$ cat src/rtl/stream_pkg.sv
// Shared types for valid/ready stream blocks: skid-buffer state and
// occupancy encoding.
package stream_pkg;

    typedef enum logic [1:0] {
        EMPTY = 2'd0,
        ONE   = 2'd1,
        FULL  = 2'd2
    } stream_skid_state_t;

    typedef logic [1:0] occupancy_t;

    function automatic occupancy_t occupancy_of(input stream_skid_state_t state);
        case (state)
            ONE:     occupancy_of = 2'd1;
            FULL:    occupancy_of = 2'd2;
            default: occupancy_of = 2'd0;
        endcase
    endfunction

endpackage

$ cat src/rtl/stream_skid_buffer.sv
// Two-entry registered skid buffer for a valid/ready stream; absorbs one
// extra transfer when downstream drops ready, gated by enable_in.
module stream_skid_buffer
    import stream_pkg::*;
#(
    parameter int DATA_WIDTH = 32
) (
    input  logic                  clk,
    input  logic                  rst,
    input  logic                  enable_in,
    input  logic                  valid_input,
    output logic                  ready_input,
    input  logic [DATA_WIDTH-1:0] data_input,
    output logic                  valid_output,
    input  logic                  ready_output,
    output logic [DATA_WIDTH-1:0] data_output,
    output logic [1:0]            occupancy
);

    stream_skid_state_t    state_q, state_d;
    logic [DATA_WIDTH-1:0] main_q, main_d;
    logic [DATA_WIDTH-1:0] skid_q, skid_d;
    logic                  in_xfer;
    logic                  out_xfer;

    always_comb begin
        state_d = state_q;
        main_d  = main_q;
        skid_d  = skid_q;

        ready_input  = enable_in && (state_q != FULL);
        // Masking valid during reset guarantees no entry leaves in the cycle it is discarded.
        valid_output = enable_in && !rst && (state_q != EMPTY);
        in_xfer      = valid_input && ready_input;
        out_xfer     = valid_output && ready_output;

        case (state_q)
            EMPTY: begin
                if (in_xfer) begin
                    state_d = ONE;
                    main_d  = data_input;
                end
            end
            ONE: begin
                if (in_xfer && out_xfer) begin
                    main_d = data_input;
                end else if (in_xfer) begin
                    state_d = FULL;
                    skid_d  = data_input;
                end else if (out_xfer) begin
                    state_d = EMPTY;
                end
            end
            FULL: begin
                if (out_xfer) begin
                    state_d = ONE;
                    main_d  = skid_q;
                end
            end
            default: state_d = EMPTY;
        endcase
    end

    always_ff @(posedge clk) begin
        if (rst) begin
            state_q <= EMPTY;
            main_q  <= '0;
            skid_q  <= '0;
        end else begin
            state_q <= state_d;
            main_q  <= main_d;
            skid_q  <= skid_d;
        end
    end

    assign data_output = main_q;
    assign occupancy   = occupancy_of(state_q);

endmodule
$ cat config.mk
export PLATFORM = sky130hd
export DESIGN_NAME = stream_skid_buffer
export DESIGN_NICKNAME = d
export VERILOG_FILES = /design/src/rtl/stream_pkg.sv /design/src/rtl/stream_skid_buffer.sv
export SDC_FILE = /design/constraint.sdc
export NUM_CORES = 1
export LEC_CHECK = 0
export CAP_MARGIN = 20
export CELL_PAD_IN_SITES_DETAIL_PLACEMENT = 2
export CELL_PAD_IN_SITES_GLOBAL_PLACEMENT = 2
export CORE_ASPECT_RATIO = 0.6
export CORE_UTILIZATION = 30
export DETAILED_ROUTE_END_ITERATION = 10
export GPL_ROUTABILITY_DRIVEN = 0
export PLACE_DENSITY = 0.82
export SYNTH_ARGS = -nofsm -noshare
export SYNTH_HDL_FRONTEND = slang
export SYNTH_SLANG_ARGS = --single-unit
$ cat constraint.sdc
create_clock -name clk -period 2.05 [get_ports clk]
set_clock_uncertainty 0.15 [all_clocks]
set_input_delay 0.3075 -clock clk [delete_from_list [all_inputs] [get_ports clk]]
set_output_delay 0.3075 -clock clk [all_outputs]
set_load 0.03 [all_outputs]
After elaboration in Yosys (flattened, before gate mapping)
Index checks and enable logic that the tools add are counted.
Cells by class
  eq/ne operators: 8
  muxes and demuxes: 11
  bitwise logic cells: 1
  reduce and logical (&&, ||, !) cells: 13
Operator list (number)
  $mux W32: 3
  $pmux W32 S3: 1
  $mux W2: 5
  $ne A2 B2 Y1 const B: 5
  $reduce_and A4 Y1: 2
  $logic_and A1 B1 Y1: 6
  $pmux W2 S3: 1
  $pmux W2 S2: 1
  $ne A3 B3 Y1 const B: 1
  $reduce_and A3 Y1: 1
  $reduce_bool A3 Y1: 1
  $eq A2 B1 Y1 const B: 1
  $eq A2 B2 Y1 const B: 1
  $logic_not A2 Y1: 1
  $reduce_bool A2 Y1: 1
  $logic_not A1 Y1: 1
  $not A1 Y1: 1
Word-level totals
  bits in registers: 66
  input bits: 37

Longest topological paths before layout
  depth after elaboration: 8
  mapped depth: 6
  gate-level depth less buffers: 3

Worst setup path before layout
No wires, ideal clock.
  path type: register to output
  from: register state_q[0]
  to: output valid_output
  arrival: 1.519 ns
  setup slack: 0.074 ns
  cell stages (with the launch flop): 5
  path buffers: 2
  cells stage by stage: dfxtp_1 clkbuf_2 clkbuf_1 nor2_1 nor3_1
On the way
  cells in the longest elaborated chain, start to end: 2
Ends and longest elaborated chain
  start: declaration: line stream_skid_buffer.sv:20  | stream_skid_state_t state_q, state_d;
  start signal: assignment: line stream_skid_buffer.sv:70  | state_q <= state_d;
  $reduce_bool A2 Y1: line stream_skid_buffer.sv:33  | valid_output = enable_in && !rst && (state_q != EMPTY);
  $logic_and A1 B1 Y1: line stream_skid_buffer.sv:33
  end: declaration: line stream_skid_buffer.sv:14  | output logic valid_output,
No other way between the ends.

Worst setup path after layout
Ends and elaborated chain as after synthesis.

==> flow_summary.toml <==
[power]
leakage_nw = 1.59
p_sw_uw = 881
internal_power_mw = 2.61
combPwrFrac_pct = 15.6
total_power_mw = 3.49
pwr-share-clk_pct = 45.2
swShare_pct = 25.2
seq_power_share_pct = 39.2
power_density_nw_per_um2 = 799
irDropWorstVdd_v = 0.000420

[timing]
worstMarginPinSlew_ns = 0.432
clock.fmax_mhz = 516
fin_crit_ns = 1.94
slew_violations = 0
rsz0062_at_grt = "no"
setup-violations-final = 0
fin_crit_sh_pct = 94.5
setup_ws_ns = 0.113
hold_violations = 0
timing.slew.headroom_pct = 71.1

[yosys]
ys_ff_latch = 66
async_reset_ff_share_pct = 0
synthCells = 354
synth_ff_type = "dfxtp_1"
synth_edf_count = 0
ys_types = 29
synth_top_area_share_pct = 41.9
ys.warnings.count = 0
synth_top_cell_by_area = "dfxtp_1"
syn-num-nets = 391
synth_area_leaders = "dfxtp_1, mux2i_1, o211ai_1"
yosysSeqAreaShare_pct = 41.9
syn_avg_cell_area_sq_um = 8.91
synth_common_cells = "dfxtp_1, a21oi_1, nand2_1, nand3_1, o21ai_0"
netlist_area_sq_um = 3150
yosysMostFrequentCell = "dfxtp_1"

[setup_path]
criticalPathCategory = "reg2out"
r2r_cells = 4
critPathMaxFanout = 19
arrival_ns = 1.48
critPathRequiredTime_ns = 1.59
critPathCaptureType = "output port"
worstSetupStartpointType = "flip-flop"

[global_route]
grt_usage_pct = 21.3
grt_max_degree = 38
antenna_found_initial = 0
grt_pass1_wl_um = 17500
grt_pass1_vias = 3291
overflow = 0

[final_layout]
finish.utilization_pct = 43.7
syn_to_final_growth_pct = 38.7
antennaDiodeCount = 0
drive_gt1_share_pct = 13.2
fill_cells = 1088
fin_nets = 457

[die]
die_area_sq_um = 10900
initial_core_util_pct = 31.5
fp.dieH_um = 81.4
row_count = 28
core_sq_um = 10000
ioPinCount = 73
die_w_um = 134

[drt]
antenna_left = 0
via_count = 2982
initialDrtViolationCount = 161
drc = 0
dr.pass1.iters = 4
drt-total-wl_um = 10800
via_per_inst = 5.33
wl_per_cell_um = 19.3

[clock_tree]
tritoncts = "yes"
cts.clk_slew.worst_paths_ns = 0.05
clk_latency_ns = 0.33
postCtsHoldBufs = 0
cts-root-buf = "clkbuf_16"
htreeDepth = 3
cts_buffer_depth = 2
cts_sinks = 66
cts-buffers-inserted = 9

[place]
dp_worst_setup_slack_ns = -0.0862
post-dp-hpwl_um = 7240
port_buffers = 72

[run]
cap_violations = 0

[worst_hold_path]
holdPathStages = 2
min_path_type = "in2reg"

[status]
status = "finished, final reports clean"
==> worst paths after layout <==
| check | start | to | slack, ns |
|---|---|---|---|
| worst max register to register | state_q[1] | data_output[30] | 0.33 |
| worst max-delay path | state_q[0] | valid_output | 0.11 |
| worst min register to register | data_output[28] | data_output[28] | 0.31 |
| worst min-delay path | rst | state_q[0] | 0.21 |
==> power by group through the flow <==
stage	Combinational, mW	Sequential (mW)	Clock [mW]
global placement	0.530	1.39	0
CTS	0.549	1.37	1.62
detailed placement	0.544	1.40	0
finish	0.544	1.37	1.58
global route	0.581	1.38	1.67
floorplan	0.212	1.47	0
==> final cells by class <==
cell class                      count  area (sq um)  area share (%)
Timing Repair Buffer               94           921            21.1
Clock buffer                       13           270            6.18
Multi-Input combinational cell    245          1640            37.5
Inverter                            4          15.0           0.343
Tap cell                          135           169            3.86
Clock inverter                      2          35.0           0.801
Sequential cell                    66          1320            30.3
==> state kept, by name (all words and copies together) (netlist names) <==
| signal | count |
|---|---|
| data_output | 32 |
| skid_q | 32 |
| state_q | 2 |
==> metal layers <==
| metal | track usage, % | up-vias | wire length (um) |
|---|---|---|---|
| li1 | - | 1406 | - |
| met1 | 25.4 | 1495 | 4970 |
| met2 | 38.3 | 68 | 5270 |
| met3 | 5.31 | 13 | 404 |
| met4 | 6.29 | 0 | 130 |
| met5 | 0 | - | 0 |
==> through the flow <==
| step | instance area, sq um | instances | setup TNS (ns) | hold slack (ns) |
|---|---|---|---|---|
| 2_1_floorplan | 3150 | 354 | 0 | 0.299 |
| 6_report | 4370 | 559 | 0 | 0.207 |
| 4_1_cts | 4370 | 559 | 0 | 0.199 |
| 3_5_place_dp | 4050 | 542 | -0.632 | 0.309 |
| 3_3_place_gp | 4050 | 542 | 0 | 0.299 |
| 5_1_grt | 4370 | 559 | 0 | 0.242 |
==> cells in the final DEF (no fill, tap or decap), drive strengths merged, types with 2 or more instances in the layout <==
cell,Yosys,routed
a21oi,34,34
buf,13,27
clkbuf,26,13
clkdlybuf4s50,0,67
dfxtp,66,66
inv,4,4
mux2i,32,32
nand2,33,33
nand3,33,33
nor2,2,2
nor2b,2,2
nor4bb,2,2
o211ai,32,32
o21ai,33,33
or3b,32,32
==> timing repair <==
action,in CTS,in global routing
setup buffers,2,0
setup endpoints to repair,3,0
gates resized for setup,2,0
==> critical path: stages (launching register included) <==
cell	delay [ns]
dfxtp_2	0.45
buf_4	0.29
nor2_1	0.08
nor3_1	0.14
buf_4	0.19
==> logic make-up (layout without fill, tap and decap cells) <==
kind of cell | Yosys count | in the layout | synth area share, %
buffers and inverters | 43 | 113 | 6.39
AND/OR/NAND/NOR | 110 | 110 | 21.7
flip-flops | 66 | 66 | 41.9
XOR/XNOR | 1 | 1 | 0.278
AO/OA/AOI/OAI | 101 | 101 | 19.2
multiplexers | 33 | 33 | 10.5
Power figures use the tool's default switching activity.
